[src/rtl/qr_acc_pkg.sv]
// qr_acc_pkg: shared accumulator state encoding and signed clamp constants.
//   acc_state_t    : IDLE / ACCUM / HOLD
//   sat_max(width) : largest signed value representable in width bits
//   sat_min(width) : smallest signed value representable in width bits
package qr_acc_pkg;

    typedef enum logic [1:0] {IDLE, ACCUM, HOLD} acc_state_t;

    function automatic logic signed [63:0] sat_max(input int width);
        return (64'sd1 <<< (width - 1)) - 64'sd1;
    endfunction

    function automatic logic signed [63:0] sat_min(input int width);
        return -(64'sd1 <<< (width - 1));
    endfunction

endpackage

[src/rtl/psum_accumulator_if.sv]
// psum_accumulator_if: partial-sum input stream, per-result config and wx output stream.
//   psum_i/psum_valid_i/psum_ready_o : signed partial-sum handshake
//   bias_i/num_passes_i              : config sampled on the first beat of a result
//   wx_o/wx_valid_o/wx_ready_i/sat_o : finished result handshake plus saturation flag
//   master: drives the stream and consumes results; slave: the accumulator
interface psum_accumulator_if #(
    parameter int psumWidth   = 16,
    parameter int accWidth    = 20,
    parameter int passCntBits = 8
);
    logic signed [psumWidth-1:0] psum_i;
    logic                        psum_valid_i;
    logic                        psum_ready_o;
    logic signed [accWidth-1:0]  bias_i;
    logic [passCntBits-1:0]      num_passes_i;
    logic signed [accWidth-1:0]  wx_o;
    logic                        wx_valid_o;
    logic                        wx_ready_i;
    logic                        sat_o;

    modport master (
        output psum_i, psum_valid_i, bias_i, num_passes_i, wx_ready_i,
        input  psum_ready_o, wx_o, wx_valid_o, sat_o
    );

    modport slave (
        input  psum_i, psum_valid_i, bias_i, num_passes_i, wx_ready_i,
        output psum_ready_o, wx_o, wx_valid_o, sat_o
    );
endinterface

[src/rtl/sat_adder.sv]
// sat_adder: combinational signed add of two width-bit operands with clamping.
//   a, b : signed operands
//   sum  : a+b clamped to the signed width-bit range
//   ovf  : high when the clamp was applied
module sat_adder
    import qr_acc_pkg::*;
#(
    parameter int width = 20
) (
    input  logic signed [width-1:0] a,
    input  logic signed [width-1:0] b,
    output logic signed [width-1:0] sum,
    output logic                    ovf
);
    localparam logic signed [width-1:0] max_v = width'(sat_max(width));
    localparam logic signed [width-1:0] min_v = width'(sat_min(width));

    logic signed [width:0] full;

    assign full = {a[width-1], a} + {b[width-1], b};
    // Top two bits disagree exactly when the true sum left the width-bit range.
    assign ovf  = full[width] != full[width-1];
    assign sum  = ovf ? (full[width] ? min_v : max_v) : full[width-1:0];
endmodule

[src/rtl/psum_accumulator.sv]
// psum_accumulator: accumulates num_passes signed partial sums plus a bias, saturating per beat.
//   clk    : rising-edge clock
//   nrst   : asynchronous reset, active-high
//   bus    : slave side of psum_accumulator_if (psum stream in, wx stream out)
//   busy_o : high while a result is being accumulated or held
module psum_accumulator
    import qr_acc_pkg::*;
#(
    parameter int psumWidth   = 16,
    parameter int accWidth    = 20,
    parameter int passCntBits = 8
) (
    input  logic                 clk,
    input  logic                 nrst,
    psum_accumulator_if.slave    bus,
    output logic                 busy_o
);
    acc_state_t state, state_n;
    logic signed [accWidth-1:0] acc, acc_n, add_a, add_sum, psum_ext;
    logic [passCntBits-1:0]     cnt, cnt_n, target, target_n, cnt_inc, cfg_target;
    logic                       sat, sat_n, add_ovf, beat;

    assign psum_ext   = accWidth'(bus.psum_i);
    assign cnt_inc    = cnt + 1'b1;
    assign cfg_target = (bus.num_passes_i == '0) ? passCntBits'(1) : bus.num_passes_i;

    // A HOLD beat is only accepted alongside the output transfer, so it always starts a new result.
    assign bus.psum_ready_o = (state != HOLD) || bus.wx_ready_i;
    assign beat             = bus.psum_valid_i && bus.psum_ready_o;
    assign add_a            = (state == ACCUM) ? acc : bus.bias_i;

    assign bus.wx_valid_o = state == HOLD;
    assign bus.wx_o       = acc;
    assign bus.sat_o      = (state == HOLD) && sat;
    assign busy_o         = state != IDLE;

    sat_adder #(.width(accWidth)) u_add (
        .a   (add_a),
        .b   (psum_ext),
        .sum (add_sum),
        .ovf (add_ovf)
    );

    always_ff @(posedge clk or posedge nrst) begin
        if (nrst) begin
            state  <= IDLE;
            acc    <= '0;
            cnt    <= '0;
            target <= passCntBits'(1);
            sat    <= 1'b0;
        end else begin
            state  <= state_n;
            acc    <= acc_n;
            cnt    <= cnt_n;
            target <= target_n;
            sat    <= sat_n;
        end
    end

    always_comb begin
        state_n  = state;
        acc_n    = acc;
        cnt_n    = cnt;
        target_n = target;
        sat_n    = sat;
        if (state == ACCUM) begin
            if (beat) begin
                acc_n   = add_sum;
                cnt_n   = cnt_inc;
                sat_n   = sat | add_ovf;
                state_n = (cnt_inc == target) ? HOLD : ACCUM;
            end
        end else if (beat) begin
            acc_n    = add_sum;
            cnt_n    = passCntBits'(1);
            target_n = cfg_target;
            sat_n    = add_ovf;
            state_n  = (cfg_target == passCntBits'(1)) ? HOLD : ACCUM;
        end else if (state == HOLD && bus.wx_ready_i) begin
            state_n = IDLE;
        end
    end
endmodule

[src/flat_wrapper.sv]
// flat-port wrapper written by rule: the top's interface ports become plain ports
module psum_accumulator_flat import qr_acc_pkg::*;
#(
    parameter int psumWidth   = 16,
    parameter int accWidth    = 20,
    parameter int passCntBits = 8
)
  (clk, nrst, busy_o, bus_psum_i, bus_psum_valid_i, bus_bias_i, bus_num_passes_i, bus_wx_ready_i, bus_psum_ready_o, bus_wx_o, bus_wx_valid_o, bus_sat_o);
  psum_accumulator_if #(.psumWidth(psumWidth), .accWidth(accWidth), .passCntBits(passCntBits)) bus_i ();
  input  logic clk;
  input  logic nrst;
  output logic busy_o;
  input wire logic [$bits(bus_i.psum_i)-1:0] bus_psum_i;
  input wire logic [$bits(bus_i.psum_valid_i)-1:0] bus_psum_valid_i;
  input wire logic [$bits(bus_i.bias_i)-1:0] bus_bias_i;
  input wire logic [$bits(bus_i.num_passes_i)-1:0] bus_num_passes_i;
  input wire logic [$bits(bus_i.wx_ready_i)-1:0] bus_wx_ready_i;
  output wire logic [$bits(bus_i.psum_ready_o)-1:0] bus_psum_ready_o;
  output wire logic [$bits(bus_i.wx_o)-1:0] bus_wx_o;
  output wire logic [$bits(bus_i.wx_valid_o)-1:0] bus_wx_valid_o;
  output wire logic [$bits(bus_i.sat_o)-1:0] bus_sat_o;
  assign bus_i.psum_i = bus_psum_i;
  assign bus_i.psum_valid_i = bus_psum_valid_i;
  assign bus_i.bias_i = bus_bias_i;
  assign bus_i.num_passes_i = bus_num_passes_i;
  assign bus_i.wx_ready_i = bus_wx_ready_i;
  assign bus_psum_ready_o = bus_i.psum_ready_o;
  assign bus_wx_o = bus_i.wx_o;
  assign bus_wx_valid_o = bus_i.wx_valid_o;
  assign bus_sat_o = bus_i.sat_o;
  psum_accumulator #(.psumWidth(psumWidth), .accWidth(accWidth), .passCntBits(passCntBits)) u_core (.clk(clk), .nrst(nrst), .bus(bus_i), .busy_o(busy_o));
endmodule
[config.mk]
export PLATFORM = sky130hd
export DESIGN_NAME = psum_accumulator_flat
export DESIGN_NICKNAME = d
export VERILOG_FILES = /design/src/rtl/qr_acc_pkg.sv /design/src/rtl/psum_accumulator_if.sv /design/src/rtl/sat_adder.sv /design/src/rtl/psum_accumulator.sv /design/src/flat_wrapper.sv
export SDC_FILE = /design/constraint.sdc
export NUM_CORES = 1
export LEC_CHECK = 0
export CAP_MARGIN = 20
export CORE_MARGIN = 2
export CORE_UTILIZATION = 52
export CTS_CLUSTER_SIZE = 16
export DETAILED_ROUTE_END_ITERATION = 16
export HOLD_SLACK_MARGIN = 0.1
export PLACE_DENSITY = 0.88
export SLEW_MARGIN = 0
export SYNTH_ARGS = -nofsm -noshare
export SYNTH_HDL_FRONTEND = slang
export SYNTH_SLANG_ARGS = --single-unit
[constraint.sdc]
create_clock -name clk -period 5.2 [get_ports clk]
set_clock_uncertainty 0.15 [all_clocks]
set_input_delay 1.04 -clock clk [delete_from_list [all_inputs] [get_ports clk]]
set_output_delay 1.04 -clock clk [all_outputs]
set_load 0.05 [all_outputs]
Word level (Yosys, flattened, before mapping)
Cells that the tools add are included.
{ "classes": {"add_sub_neg": 2, "eq_ne": 7, "mux": 16, "n_bitwise": 2, "n_reduce_logical": 9} }
{ "op_table": {"columns": ["op", "n"], "rows": [
  ["20-bit 2-to-1 mux", 3],
  ["8-bit 2-to-1 mux", 4],
  ["20-bit by 16-bit adder with 21-bit output", 1],
  ["2-bit 2-to-1 mux", 6],
  ["8-bit by 1-bit adder with 8-bit output, second input constant", 1],
  ["8-bit by 1-bit == test with 1-bit output, second input constant", 1],
  ["8-bit == test", 1],
  ["8-bit logical NOT", 1],
  ["2-bit AND reduction", 2],
  ["2-bit nonzero test", 2],
  ["1-bit logical AND", 3],
  ["1-bit 2-to-1 mux", 3],
  ["2-bit by 1-bit == test with 1-bit output, second input constant", 1],
  ["2-bit == test, second input constant", 1],
  ["2-bit by 1-bit inequality test with 1-bit output, second input constant", 1],
  ["2-bit inequality test, second input constant", 1],
  ["1-bit logical OR", 1],
  ["1-bit inequality test", 1],
  ["1-bit inverter", 1],
  ["1-bit bitwise OR", 1]
]} }
{ "totals": {"register_bits": 39, "word_cells": 41} }

Depth between registers and ports, before layout
{ "logic_depth": {"word_depth": 7, "ltp_mapped": 16} }

By module
From an unflattened synthesis, not the netlist that was laid out.
{ "unflattened": {"cells_unflattened": 390, "hier_area_um2": 3334.4} }
{ "by_module_without_submodules": {"columns": ["mod", "instances", "cells_each", "area_each_um2", "seq_area_each_um2"], "rows": [
  ["psum_accumulator", 1, 216, 2100.8, 977.2],
  ["sat_adder", 1, 174, 1233.7, 0.0]
]} }

Worst setup path after synthesis
OpenSTA, ideal clock, no wires.
{ "synth_path": {"kind": "input to register", "startpoint": "input port bus_bias_i[0]", "endpoint": "register u_core.acc[10] (netlist: u_core.bus.wx_o[10])", "arrival_time_ps": 3574, "setup_slack_ps": 1399, "path_stages": 14, "cell_sequence": "nand2_1 nand2_1 ha_1 inv_1 fa_1 nand2b_1 a211oi_2 nor2_1 o311a_1 or3_1 buf_6 buf_8 maj3_2 o21ai_1"} }
{ "synth_via": {"elab_chain_cells": 4} }
{ "synth_rtl": {"columns": ["item", "line_no", "text"], "rows": [
  ["start: declaration", "flat_wrapper.sv:15", "input wire logic [$bits(bus_i.bias_i)-1:0] bus_bias_i;"],
  ["20-bit 2-to-1 mux (*)", "psum_accumulator.sv:30", "assign add_a = (state == ACCUM) ? acc : bus.bias_i;"],
  ["20-bit by 16-bit adder with 21-bit output (*)", "sat_adder.sv:20", "assign full = {a[width-1], a} + {b[width-1], b};"],
  ["20-bit 2-to-1 mux / 1-bit inequality test (equally long branches)", "sat_adder.sv:23, sat_adder.sv:22", null],
  ["20-bit 2-to-1 mux (*)", "sat_adder.sv:23", "assign sum = ovf ? (full[width] ? min_v : max_v) : full[width-1:0];"],
  ["end signal: assignment", "psum_accumulator.sv:53", "acc <= acc_n;"],
  ["end: declaration", "psum_accumulator.sv:19", "logic signed [accWidth-1:0] acc, acc_n, add_a, add_sum, psum_ext;"]
]} }
Every way passes the cells marked *; elsewhere a longest branch is shown, timed or not.
A chain may end at the register's enable or synchronous reset.

Worst setup path after layout
{ "layout_path": {"startpoint": "input port bus_bias_i[0]", "endpoint": "register u_core.acc[1] (netlist: u_core.bus.wx_o[1])"} }
The elaborated chain is that of the path after synthesis.

==> results.tsv <==
stage	metric	value	unit
logic_synthesis	syn_nets	497	
pwr	P_sw	1.27	mW
place	final RePlAce weighted congestion	0.904	
route	DR vias	3261	
cells_and_area	commonest non-fill, non-tap cell in the layout	nand2_1	
pwr	part of the power in combinational logic	70.2	%
sta	Worst-Margin Slew	911	ps
logic_synthesis	Synth Cell Area	0.00338	mm2
worst_setup_path	WP buf/inv	2	
run_status	status	finished, final reports clean	
pwr	sequential power share	21.5	%
sta	fin crit period	4410	ps
floorplan	Core ar.	0.00631	mm2
worst_setup_path	Crit path largest cell delay	650	ps
clock_network	Post-CTS Resized	0	
global_routing	global-route wire length before repair	13.8	mm
logic_synthesis	EDFF count, synth	0	
floorplan	# IOs	72	
min_path	Hold Crit Start	u_core.sat$_DFFE_PP0P_	
worst_setup_path	critical path data arrival time	4470	ps
route	DRT iter0 DRCs	257	
min_path	WHS Path Cells	2	
cells_and_area	final core occ	66.4	%
place	IO buf count	71	
logic_synthesis	cell count after synthesis	426	
floorplan	Initial Util	53.5	%
pwr	Switching Share	50.8	%
min_path	worst min path class	flop to flop	
sta	Max Slew Vio Count	0	
worst_setup_path	Levels on crit path	13	
place	Placed Area	0.00410	mm2
logic_synthesis	Synth warnings	0	
clock_network	H-Tree Depth	2	
sta	Final setup viols	0	
cells_and_area	Sequential Area	977	um2
worst_setup_path	r2r worst-path depth	13	
pwr	Max VDD drop	0.000365	V
worst_setup_path	reg-to-reg startpoint	u_core.state[1]$_DFFE_PP0P_	
global_routing	total track usage	23.4	%
floorplan	DIE WIDTH	84.6	um
global_routing	global route overflow	0	
route	DR vias/cell	5.73	
sta	Fin. Hold Viols	0	
global_routing	largest net degree at the start of global routing	40	
sta	Max Clk Rate	227	MHz
route	drt wl/cell	14.6	um
cells_and_area	share of cells above drive strength 1	8.33	%
clock_network	clock tree buffer depth	2	
logic_synthesis	Yosys reg bits	39	
min_path	Min-Delay Endpoint	u_core.sat$_DFFE_PP0P_	
route	remaining routing DRC violations	0	
global_routing	initial antenna violation count	0	
pwr	PwrDens	595	mW/mm2
floorplan	row count	29	
floorplan	die extent in y	84.6	um
logic_synthesis	sequential fraction of the synthesis area	28.9	%
cells_and_area	n_diodes	0	
sta	final worst slack	791	ps
clock_network	CTS Root Cell	clkbuf_8	
sta	fin crit share	84.8	%
place	Post-Place Worst Slack	498	ps
pwr	total chip power	2.49	mW
cells_and_area	post-route cell area	0.00419	mm2
logic_synthesis	top_reg_cell synth	dfrtp_1	
cells_and_area	commonest cells after routing, fill and taps aside	nand2_1, clkdlybuf4s50_1, dfrtp_1	
worst_setup_path	reg2reg end	u_core.bus.wx_o[1]$_DFFE_PP0P_	
clock_network	clk sinks	39	
worst_setup_path	CP Capture Type	flop	
job	Max-cap violations	0	
place	DP HPWL	6.51	mm
worst_setup_path	critical path class	input pin to flop	
worst_setup_path	R2R setup slack	1090	ps
clock_network	Clock Latency Late Sink	300	ps
worst_setup_path	Critical Path RT	5260	ps
cells_and_area	fin nets	562	
worst_setup_path	CP max-delay cell	or3_1	
worst_setup_path	Most Frequent Cell on Critical Path	nand2_1	
worst_setup_path	Top delay family on crit path	simple AND/OR/NAND/NOR gates	
worst_setup_path	worst-path cell chain	clkdlybuf4s50_1 -> nand2_1 -> nand2_1 -> ha_1 -> inv_1 -> fa_1 -> nand2b_1 -> a211oi_2 -> nor2_1 -> o311a_1 -> or3_1 -> maj3_1 -> o21ai_0	
pwr	Leak	1.82	nW
clock_network	post-CTS setup buffer count	0	
floorplan	die area	0.00715	mm2
pwr	Clk pwr share	8.3	%
clock_network	clock-pin slew on the worst setup and hold paths	80	ps
logic_synthesis	synth unique cells	57	
pwr	Int Power	1.23	mW
worst_setup_path	CP max FO	16	
route	total wire length	8.33	mm
route	drt pass-1 iters	5	
sta	slew margin rel.	39.1	%
route	ANT nets after route	0	
sta	setup_tns	0	ps
logic_synthesis	Syn Area/Cell	7.92	um2
sta	RSZ-0062 raised after global routing	false	
clock_network	CTS buffer count	5	
clock_network	hold buffer count at cts	0	
cells_and_area	area of the multi-input gates	0.00224	mm2
logic_synthesis	share of flip-flops with an asynchronous set or reset	100	%
cells_and_area	P&R area growth vs syn	24.2	%
clock_network	CTS tree	done	
global_routing	vias in the first global route	3101	
worst_setup_path	Setup crit start kind	input pin	
cells_and_area	FILL cells	523	
-- power groups by stage --
stage               registers, mW  clock network [mW]  logic (mW)
floorplan                   0.779                   0        1.10
global placement            0.537                   0        1.68
detailed placement          0.539                   0        1.73
CTS                         0.535               0.211        1.74
global route                0.552               0.221        1.90
finish                      0.536               0.207        1.75
-- worst register-to-register path, cell delays in order, from the launching register on --
cell	delay, ps
dfrtp_1	410
nand2b_1	440
nand2_1	100
nand2_1	80
ha_1	180
inv_1	60
fa_1	400
nand2b_1	200
a211oi_2	260
nor2_1	110
o311a_1	380
or3_1	650
maj3_1	460
o21ai_0	140
-- layout make-up --
type | instances | share of cell area [%]
sequential | 39 | 23.3
multi-input combinational | 359 | 53.5
inverter | 10 | 0.896
clock buffer | 5 | 1.64
clock inverter | 3 | 0.478
timing repair buffer | 76 | 17.9
tap | 77 | 2.30
-- state kept, by name, summed over array words and instances, names as in the netlist --
name	cells
u_core.state	2
u_core.target	8
u_core.cnt	8
u_core.sat	1
u_core.bus.wx_o	20
-- routing by layer --
metal / vias up / wire (um) / track usage, %
met3: 18 / 450 / 3.83
met4: 0 / 210 / 9.67
met5: - / 0 / 0
met2: 107 / 4120 / 40.2
met1: 1530 / 3550 / 29.2
li1: 1606 / - / -
-- how the worst max path moves through the flow --
stage	from	end	slack (ps)
final	bus_bias_i[0]	u_core.bus.wx_o[1]$_DFFE_PP0P_	790
after global routing	bus_bias_i[0]	u_core.bus.wx_o[15]$_DFFE_PP0P_	570
after CTS	bus_bias_i[0]	u_core.bus.wx_o[1]$_DFFE_PP0P_	800
after detailed placement	bus_bias_i[0]	u_core.bus.wx_o[1]$_DFFE_PP0P_	500
after global placement	bus_bias_i[0]	u_core.bus.wx_o[1]$_DFFE_PP0P_	610
after floorplan	bus_bias_i[0]	u_core.bus.wx_o[10]$_DFFE_PP0P_	1400
-- cell families (layout without fill, tap and decap cells) --
| group | Yosys count | in the layout | synth area share [%] |
|---|---|---|---|
| flip-flops | 39 | 39 | 28.9 |
| AND/OR/NAND/NOR | 178 | 178 | 23.1 |
| adder cells (fa/ha/maj) | 38 | 38 | 13.6 |
| multiplexers | 7 | 7 | 2.34 |
| AO/OA/AOI/OAI | 106 | 106 | 19.4 |
| buffers and inverters | 28 | 94 | 4.60 |
| XOR/XNOR | 30 | 30 | 8.01 |
-- cells in the mapped netlist (all sizes together) (4+ instances only) --
library cell	instances	area (um2)
nand2	110	413
dfrtp	38	951
o21ai	38	201
a21oi	31	155
nor2	25	93.8
ha	22	275
xnor2	17	156
maj3	15	163
xor2	13	114
clkbuf	12	65.1
inv	10	37.5
nand3	10	50.1
mux2	7	78.8
buf	6	52.5
o31ai	6	45.0
and2	5	31.3
nand2b	5	31.3
o21a	5	37.5
a31oi	4	25.0
and3	4	26.3
-- stage by stage --
stage	hold slack [ps]	instances
finish	330	569
global route	391	569
CTS	341	569
detailed placement	324	561
global placement	303	561
floorplan	292	426
(Power assumes the default switching activity.)
